$ cat src/rtl/tone_pkg.sv
// ============================================================================
// tone_pkg : shared widths and debounce state encoding for the tone path
// Rev 1.0
// ============================================================================
`default_nettype none

package tone_pkg;
    localparam int NOTE_W   = 4;
    localparam int NUM_ROWS = 4;
    localparam int NUM_COLS = 4;

    typedef enum logic [1:0] {
        IDLE = 2'd0,
        CAND = 2'd1,
        HELD = 2'd2
    } deb_state_t;
endpackage

`default_nettype wire

$ cat src/rtl/key_debouncer.sv
// ============================================================================
// key_debouncer : frame-rate press/release debounce producing note code,
//                 hold enable and a single-cycle press strobe
// Rev 1.0
// ============================================================================
`default_nettype none

module key_debouncer
    import tone_pkg::*;
#(
    parameter int DEBOUNCE_CNT = 8
) (
    input  logic              clk,
    input  logic              rst_n,
    input  logic              frame_end,
    input  logic              valid,
    input  logic [NOTE_W-1:0] code,
    output logic [NOTE_W-1:0] B_out,
    output logic              EN_out,
    output logic              KEY_PRESS
);
    localparam logic [7:0] C_DEB = 8'(DEBOUNCE_CNT);

    deb_state_t        r_state, w_state;
    logic [7:0]        r_cnt, w_cnt;
    logic [7:0]        r_rcnt, w_rcnt;
    logic [NOTE_W-1:0] r_cand, w_cand;
    logic [NOTE_W-1:0] r_b, w_b;
    logic              r_en, w_en;
    logic              r_kp, w_kp;

    always_ff @(posedge clk or negedge rst_n) begin
        if (!rst_n) begin
            r_state <= IDLE;
            r_cnt   <= 8'd0;
            r_rcnt  <= 8'd0;
            r_cand  <= '0;
            r_b     <= '0;
            r_en    <= 1'b0;
            r_kp    <= 1'b0;
        end else begin
            r_state <= w_state;
            r_cnt   <= w_cnt;
            r_rcnt  <= w_rcnt;
            r_cand  <= w_cand;
            r_b     <= w_b;
            r_en    <= w_en;
            r_kp    <= w_kp;
        end
    end

    always_comb begin
        w_state = r_state;
        w_cnt   = r_cnt;
        w_rcnt  = r_rcnt;
        w_cand  = r_cand;
        w_b     = r_b;
        w_en    = r_en;
        w_kp    = 1'b0;
        if (frame_end) begin
            case (r_state)
                IDLE: begin
                    if (valid) begin
                        if (C_DEB == 8'd1) begin
                            w_state = HELD;
                            w_b     = code;
                            w_en    = 1'b1;
                            w_kp    = 1'b1;
                            w_rcnt  = 8'd0;
                            w_cnt   = C_DEB;
                        end else begin
                            w_state = CAND;
                            w_cand  = code;
                            w_cnt   = 8'd1;
                        end
                    end
                end
                CAND: begin
                    if (!valid) begin
                        w_state = IDLE;
                        w_cnt   = 8'd0;
                    end else if (code == r_cand) begin
                        w_cnt = r_cnt + 8'd1;
                        if (w_cnt == C_DEB) begin
                            w_state = HELD;
                            w_b     = r_cand;
                            w_en    = 1'b1;
                            w_kp    = 1'b1;
                            w_rcnt  = 8'd0;
                        end
                    end else begin
                        w_cand = code;
                        w_cnt  = 8'd1;
                    end
                end
                HELD: begin
                    if (valid && code == r_b) begin
                        w_rcnt = 8'd0;
                    end else begin
                        w_rcnt = r_rcnt + 8'd1;
                        // B_out is deliberately left at the released key's code
                        if (w_rcnt == C_DEB) begin
                            w_state = IDLE;
                            w_en    = 1'b0;
                            w_cnt   = 8'd0;
                        end
                    end
                end
                default: w_state = IDLE;
            endcase
        end
    end

    assign B_out     = r_b;
    assign EN_out    = r_en;
    assign KEY_PRESS = r_kp;
endmodule

`default_nettype wire

$ cat src/rtl/key_matrix_scanner.sv
// ============================================================================
// key_matrix_scanner : 4x4 matrix column scan, row synchroniser, frame
//                      encoder and debounced note output
// Rev 1.0
// ============================================================================
`default_nettype none

module key_matrix_scanner
    import tone_pkg::*;
#(
    parameter int SCAN_DIV     = 16,
    parameter int DEBOUNCE_CNT = 8
) (
    input  logic                CLK,
    input  logic                RST_N,
    input  logic [NUM_ROWS-1:0] ROW_in,
    output logic [NUM_COLS-1:0] COL_out,
    output logic [NOTE_W-1:0]   B_out,
    output logic                EN_out,
    output logic                KEY_PRESS
);
    localparam int          NUM_KEYS   = NUM_ROWS * NUM_COLS;
    localparam logic [15:0] C_DIV_LAST = 16'(SCAN_DIV - 1);

    logic [1:0]          r_rst_pipe;
    logic                w_rst_n;
    logic [15:0]         r_div;
    logic [1:0]          r_col;
    logic [NUM_ROWS-1:0] r_row_meta, r_row_sync;
    logic [NUM_KEYS-1:0] r_keys, w_merged;
    logic                w_sample, w_frame_end, w_valid;
    logic [NOTE_W-1:0]   w_code;

    // Assert asynchronously, release on a clock edge
    always_ff @(posedge CLK or negedge RST_N) begin
        if (!RST_N) r_rst_pipe <= 2'b00;
        else        r_rst_pipe <= {r_rst_pipe[0], 1'b1};
    end
    assign w_rst_n = r_rst_pipe[1];

    always_ff @(posedge CLK or negedge w_rst_n) begin
        if (!w_rst_n) begin
            r_div <= 16'd0;
            r_col <= 2'd0;
        end else if (r_div == C_DIV_LAST) begin
            r_div <= 16'd0;
            r_col <= r_col + 2'd1;
        end else begin
            r_div <= r_div + 16'd1;
        end
    end

    assign COL_out = ~(4'b0001 << r_col);

    always_ff @(posedge CLK or negedge w_rst_n) begin
        if (!w_rst_n) begin
            r_row_meta <= '1;
            r_row_sync <= '1;
        end else begin
            r_row_meta <= ROW_in;
            r_row_sync <= r_row_meta;
        end
    end

    assign w_sample    = (r_div == C_DIV_LAST);
    assign w_frame_end = w_sample && (r_col == 2'd3);

    // Fold the current column's sample in so the frame-end view includes column 3
    always_comb begin
        w_merged = r_keys;
        if (w_sample) begin
            for (int r = 0; r < NUM_ROWS; r++) begin
                if (!r_row_sync[r]) w_merged[{r_col, 2'(r)}] = 1'b1;
            end
        end
    end

    always_ff @(posedge CLK or negedge w_rst_n) begin
        if (!w_rst_n)         r_keys <= '0;
        else if (w_frame_end) r_keys <= '0;
        else if (w_sample)    r_keys <= w_merged;
    end

    always_comb begin
        w_valid = |w_merged;
        w_code  = '0;
        for (int i = NUM_KEYS - 1; i >= 0; i--) begin
            if (w_merged[i]) w_code = 4'(i);
        end
    end

    key_debouncer #(
        .DEBOUNCE_CNT (DEBOUNCE_CNT)
    ) u_debouncer (
        .clk       (CLK),
        .rst_n     (w_rst_n),
        .frame_end (w_frame_end),
        .valid     (w_valid),
        .code      (w_code),
        .B_out     (B_out),
        .EN_out    (EN_out),
        .KEY_PRESS (KEY_PRESS)
    );
endmodule

`default_nettype wire

$ cat config.mk
export PLATFORM = sky130hd
export DESIGN_NAME = key_matrix_scanner
export DESIGN_NICKNAME = d
export VERILOG_FILES = /design/src/rtl/tone_pkg.sv /design/src/rtl/key_debouncer.sv /design/src/rtl/key_matrix_scanner.sv
export SDC_FILE = /design/constraint.sdc
export NUM_CORES = 1
export LEC_CHECK = 0
export ABC_AREA = 0
export BUFFER_PORTS_ARGS = -buffer_cell sky130_fd_sc_hd__buf_2
export CAP_MARGIN = 20
export CORE_AREA = 2 2 108 110
export CTS_CLUSTER_DIAMETER = 120
export DETAILED_ROUTE_END_ITERATION = 16
export DIE_AREA = 0 0 110 112
export PLACE_DENSITY = 0.52
export SLEW_MARGIN = 20
export SYNTH_ARGS = -nofsm -noshare
export SYNTH_HDL_FRONTEND = slang
export SYNTH_HIERARCHICAL = 1
export SYNTH_SLANG_ARGS = --single-unit
$ cat constraint.sdc
create_clock -name CLK -period 2.3 [get_ports CLK]
set_clock_uncertainty 0.15 [all_clocks]
set_input_delay 0.575 -clock CLK [delete_from_list [all_inputs] [get_ports CLK]]
set_output_delay 0.575 -clock CLK [all_outputs]
set_load 0.05 [all_outputs]
Word-level counts from Yosys, hierarchy flattened
Cells that the tools add are included.
{"block": "totals", "elab_cells": 134, "inputBits": 6, "reg_bits": 72}
{"block": "op_classes", "bitwise": 5, "muxes": 68, "n_shift": 1, "magnitude_cmp": 8, "reduce_logical": 18, "n_eq_ne": 17, "n_addsub": 4}
{"operator": "$mux 16", "n": 11}
{"operator": "$mux 4", "n": 19}
{"operator": "$mux 8", "n": 9}
{"operator": "$pmux 8 s3", "n": 1}
{"operator": "$lt 4x5->1 const B", "n": 4}
{"operator": "$reduce_and 5->1", "n": 4}
{"operator": "$add 16x1->16 const B", "n": 1}
{"operator": "$add 8x1->8 const B", "n": 2}
{"operator": "$eq 16x4->1 const B", "n": 1}
{"operator": "$eq 8x4->1 const B", "n": 2}
{"operator": "$ge 4x1->1 const B", "n": 4}
{"operator": "$or 16x13->16", "n": 1}
{"operator": "$or 16x14->16", "n": 1}
{"operator": "$or 16x15->16", "n": 1}
{"operator": "$or 16x16->16", "n": 1}
{"operator": "$pmux 8 s2", "n": 1}
{"operator": "$reduce_or 16->1", "n": 1}
{"operator": "$mux 1", "n": 14}
{"operator": "$mux 2", "n": 6}
{"operator": "$ne 2x1->1 const B", "n": 5}
{"operator": "$demux 1 s2", "n": 4}
{"operator": "$eq 4x4->1", "n": 2}
{"operator": "$pmux 4 s2", "n": 1}
{"operator": "$reduce_and 7->1", "n": 1}
{"operator": "other kinds (14)", "n": 24}

Longest topological paths before layout
{"block": "logic_depth", "word_depth": 37, "ltp_mapped": 16, "mapped_depth_nobuf": 13}

By module
The synthesis kept the hierarchy.
{"module": "key_matrix_scanner", "area_per_inst_um2": 2073.2, "cells_each": 192, "n_inst": 1}
{"module": "key_debouncer", "area_per_inst_um2": 1773.0, "cells_each": 187, "n_inst": 1}

Worst setup path after synthesis
OpenSTA, ideal clock, no wires.
{"block": "synth_path", "kind": "reg2reg", "startpoint": "register r_div[6]", "endpoint": "register u_debouncer.r_rcnt[6]", "required_ns": 2.029, "arrival_ns": 3.766, "slack_ns": -1.737, "period_less_slack_ns": 4.037, "stages_incl_launch_ff": 14, "path_cell_list": "dfrtp_1 -> or4_4 -> nor4_4 -> buf_6 -> a311oi_1 -> a2111o_1 -> o211ai_1 -> a21boi_1 -> a221o_1 -> or4_1 -> and2_1 -> and2_1 -> clkbuf_1 -> a22o_1"}
{"block": "synth_via", "elab_chain_len": 22, "elab_cells_between_ends": 28, "classes_between": "eq/ne (5); mux (19); reduce/logical (4)"}
{"element": "start: declaration", "line": "key_matrix_scanner.sv:27", "source": "logic [15:0] r_div;"}
{"element": "start signal: assignment", "line": "key_matrix_scanner.sv:49", "source": "r_div <= r_div + 16'd1;"}
{"element": "$eq 16x4->1 *", "line": "key_matrix_scanner.sv:65", "source": "assign w_sample = (r_div == C_DIV_LAST);"}
{"element": "$mux 16 *", "line": "key_matrix_scanner.sv:71", "source": "if (w_sample) begin"}
{"element": "$mux 4 (15 in series)", "line": "key_matrix_scanner.sv:88", "source": "if (w_merged[i]) w_code = 4'(i);"}
{"element": "$mux 4 *", "line": "key_matrix_scanner.sv:88"}
{"element": "named net w_code[1]", "line": "key_matrix_scanner.sv:32", "source": "logic [NOTE_W-1:0] w_code;"}
{"element": "$eq 4x4->1", "line": "key_debouncer.sv:97", "source": "if (valid && code == r_b) begin"}
{"element": "$logic_and 1x1->1", "line": "key_debouncer.sv:97"}
{"element": "$mux 8", "line": "key_debouncer.sv:97"}
{"element": "$pmux 8 s2", "line": "key_debouncer.sv:61", "source": "case (r_state)"}
{"element": "end signal: assignment", "line": "key_debouncer.sv:44", "source": "r_rcnt <= w_rcnt;"}
{"element": "end: declaration", "line": "key_debouncer.sv:26", "source": "logic [7:0] r_rcnt, w_rcnt;"}
Mark *: on every way through the listed nets, which the timed path passes. The rest lies on a longest branch.
A chain may end at the register's enable or synchronous reset.

Worst setup path in the final report
{"block": "layout_path", "startpoint": "register r_div[5]", "endpoint": "register u_debouncer.r_rcnt[3]"}
The elaborated chain is that of the path after synthesis.

==> results.txt <==
Vias in the first global route = 3295
Critical path class = register to register
Area growth, synth to finish = 39.3%
Status = finished with violations
Row count = 39
Fin. Hold Viols = 0
Failing checks = negative setup slack
Die Span Y = 112 µm
Die W = 110 µm
CORE AREA = 11200 µm²
Wl on met1 = 4220 µm
Post-DR wirelength/cell = 13.9 µm
Die Footprint = 12300 µm²
Initial antenna violation count = 0
Synthesis-stage register bit count = 72
VDD IR max = 308 µV
CTS root buffer = clkbuf_16
Cell area after synthesis = 3850 µm²
CTS tree = built
Dpl hpwl = 6760 µm
GRT Total Usage = 0.164
Final worst slack = -1.68 ns
Most frequent cells in the layout = buf_4, dfrtp_1, nor2_1
Reg clk slew, reported paths = 0.05 ns
Drt initial violations = 161
Prevailing post-synth register cell = dfrtp_1
Post-synthesis sequential area ratio = 0.471
Grt ovf = 0
Clock sinks = 72
Vias = 3219
Final nets = 522
Commonest non-fill, non-tap cell in the layout = buf_4
Routed Wire Length = 9050 µm
Startpoint types = register
MaxCap Viol Count = 0
N_diodes = 0
Largest net degree at the start of global routing = 32
Num ports = 16
Period utilisation layout = 1.73
FFs w/ async S/R, synth = 1.00
CTS H-tree depth = 3
Crit-path max FO = 10
Clk buf depth = 2
Routed wl met2 = 4410 µm
Initial cell density of the core = 0.344
Placer congestion estimate = 0.902
R2r setup slk = -1.68 ns
Yosys cell types = 69
Leakage power = 2.54 nW
Worst skew pair latency = 0.33 ns
Share of cells above drive strength 1 = 0.389
First-pass GRT wire length = 15600 µm
HP Class = register to async pin
Highest routed layer = met4
Drt pass-1 iters = 4
CP required = 2.37 ns
IO Port Bufs = 15
Worst-Margin Slew = 0.608 ns
Routed wl met3 = 300 µm
Final setup viols = 28
Syn_nets = 397
Worst EP arrival = 4.06 ns
CTS buffer count = 9
RSZ-0062 raised after global routing = yes
Slew HR = 0.595
Avg Cell Area, Syn = 10.1 µm²
Fillers = 1043
Period minus WS final = 3.98 ns
Crit end category = register
Synth Instances = 379
Post-Route Utilization = 0.479
Top achievable clock speed = 0.251 GHz
DR vias/cell = 4.94
Post-route cell area = 5360 µm²
P per Cell Area = 535 nW/µm²
Ranking of synthesized cells by area = dfrtp_1, dfstp_2, ha_1
Number of warnings issued by yosys = 6
Post-placement cell area = 4940 µm²
Max-slew violations = 0
Setup TNS = -44.72 ns
# DRC = 0
Post-DRT Antenna Nets = 0
Largest area contributor in the netlist = dfrtp_1
Post-synth top area share = 0.416
Post-synth EDFFs = 0
cells in the mapped netlist, types with 2 or more instances:
library cell / n
nand2b_1: 5
a311oi_1: 4
xor2_1: 13
nand3_1: 12
nor2_1: 33
or3_1: 2
o31ai_1: 8
or4_1: 3
a21oi_1: 7
nand2_1: 29
o211ai_1: 3
a22o_1: 7
nand4_1: 8
o41ai_1: 2
or4_4: 3
xnor2_1: 12
mux2_2: 8
dfrtp_1: 64
o21a_1: 2
o21ai_0: 12
nor4_1: 4
o21bai_1: 2
nor2b_1: 8
dfstp_2: 8
a2111o_1: 2
mux2i_1: 2
nor3_1: 2
nor4_4: 2
a211o_1: 2
clkbuf_1: 10
inv_1: 22
ha_1: 12
and2_1: 6
o21ai_1: 3
buf_2: 4
a21bo_2: 2
a31oi_1: 10
a211oi_1: 6
and3_1: 5
metal layers:
layer  vias to the layer above  GRT usage
met2                        44      0.254
met5                         -          0
met1                      1552      0.220
met3                        11     0.0392
met4                         0     0.0675
li1                       1612          -
registers in the layout (all words and copies together) (netlist names):
name                   count
r_div                     16
r_keys                    16
u_debouncer/r_cnt          8
u_debouncer/r_rcnt         8
r_row_meta                 4
r_row_sync                 4
u_debouncer/B_out          4
u_debouncer/r_cand         4
r_col                      2
r_rst_pipe                 2
u_debouncer/r_state        2
u_debouncer/EN_out         1
u_debouncer/KEY_PRESS      1
cells by family (layout without fill, tap and decap cells):
| kind of cell | after synthesis | count (layout) | synth area share |
|---|---|---|---|
| mux | 10 | 10 | 0.0286 |
| simple gates | 131 | 131 | 0.186 |
| xor+xnor | 25 | 25 | 0.0569 |
| flops | 72 | 72 | 0.471 |
| compound gates | 89 | 89 | 0.175 |
| other cells | 1 | 1 | 0.000975 |
| buf+inv | 39 | 169 | 0.0423 |
| fa+ha+maj | 12 | 12 | 0.0390 |
final cells by class:
type	instances	area (µm²)	share of cell area
Clock buffer	13	260	0.0486
Multi-Input combinational cell	268	2010	0.375
Clock inverter	3	40.0	0.00747
Timing Repair Buffer	130	971	0.181
Sequential cell	72	1810	0.338
Tap cell	143	179	0.0334
Inverter	23	86.3	0.0161
power by group:
part           internal, mW  leakage (nW)  switching, mW
Combinational        0.0763          1.45         0.0749
Sequential             1.29         0.935         0.0204
Clock                 0.895         0.150          0.505
path summary, 6_finish.rpt:
check	start	end	depth (start not counted)
hold reg to reg	r_rst_pipe[1]	u_debouncer/r_rcnt[4]	0
hold / removal	r_rst_pipe[1]	u_debouncer/r_rcnt[4]	0
setup / recovery	r_div[5]	u_debouncer/r_rcnt[3]	13
min in group CLK	ROW_in[0]	r_row_meta[0]	1
setup reg to reg	r_div[5]	u_debouncer/r_rcnt[3]	13
max in group asynchronous	r_rst_pipe[1]	r_div[8]	1
worst max-delay path, cell delays in order, from the launching register on:
cell      delay, ns
dfrtp_1        0.39
or4_4          0.56
nor4_4         0.33
buf_6          0.18
a31oi_1        0.14
a2111o_1       0.41
a31o_1         0.21
o41a_1         0.17
xor2_1         0.22
nor4_4         0.20
and3_1         0.19
a32o_2         0.25
a21bo_2        0.24
a22o_1         0.22
what timing repair did:
item,CTS,global route
resized for setup,10,11
hold buffers,1,0
setup buffers,1,3
endpoints found under the setup margin,29,32
hold endpoints to repair,2,0
pin swaps,2,0
gates cloned,0,0
metrics by stage:
stage               power (mW)  setup slack [ns]  std cells  hold slack, ns
CTS                       2.91             -1.70        649           0.156
floorplan                 1.40             -1.59        379           0.129
global route              3.00             -1.84        652           0.167
global placement          1.48             -1.66        631           0.148
detailed placement        1.48             -1.72        631           0.160
finish                    2.87             -1.68        652           0.125
Power figures use the tool's default switching activity.
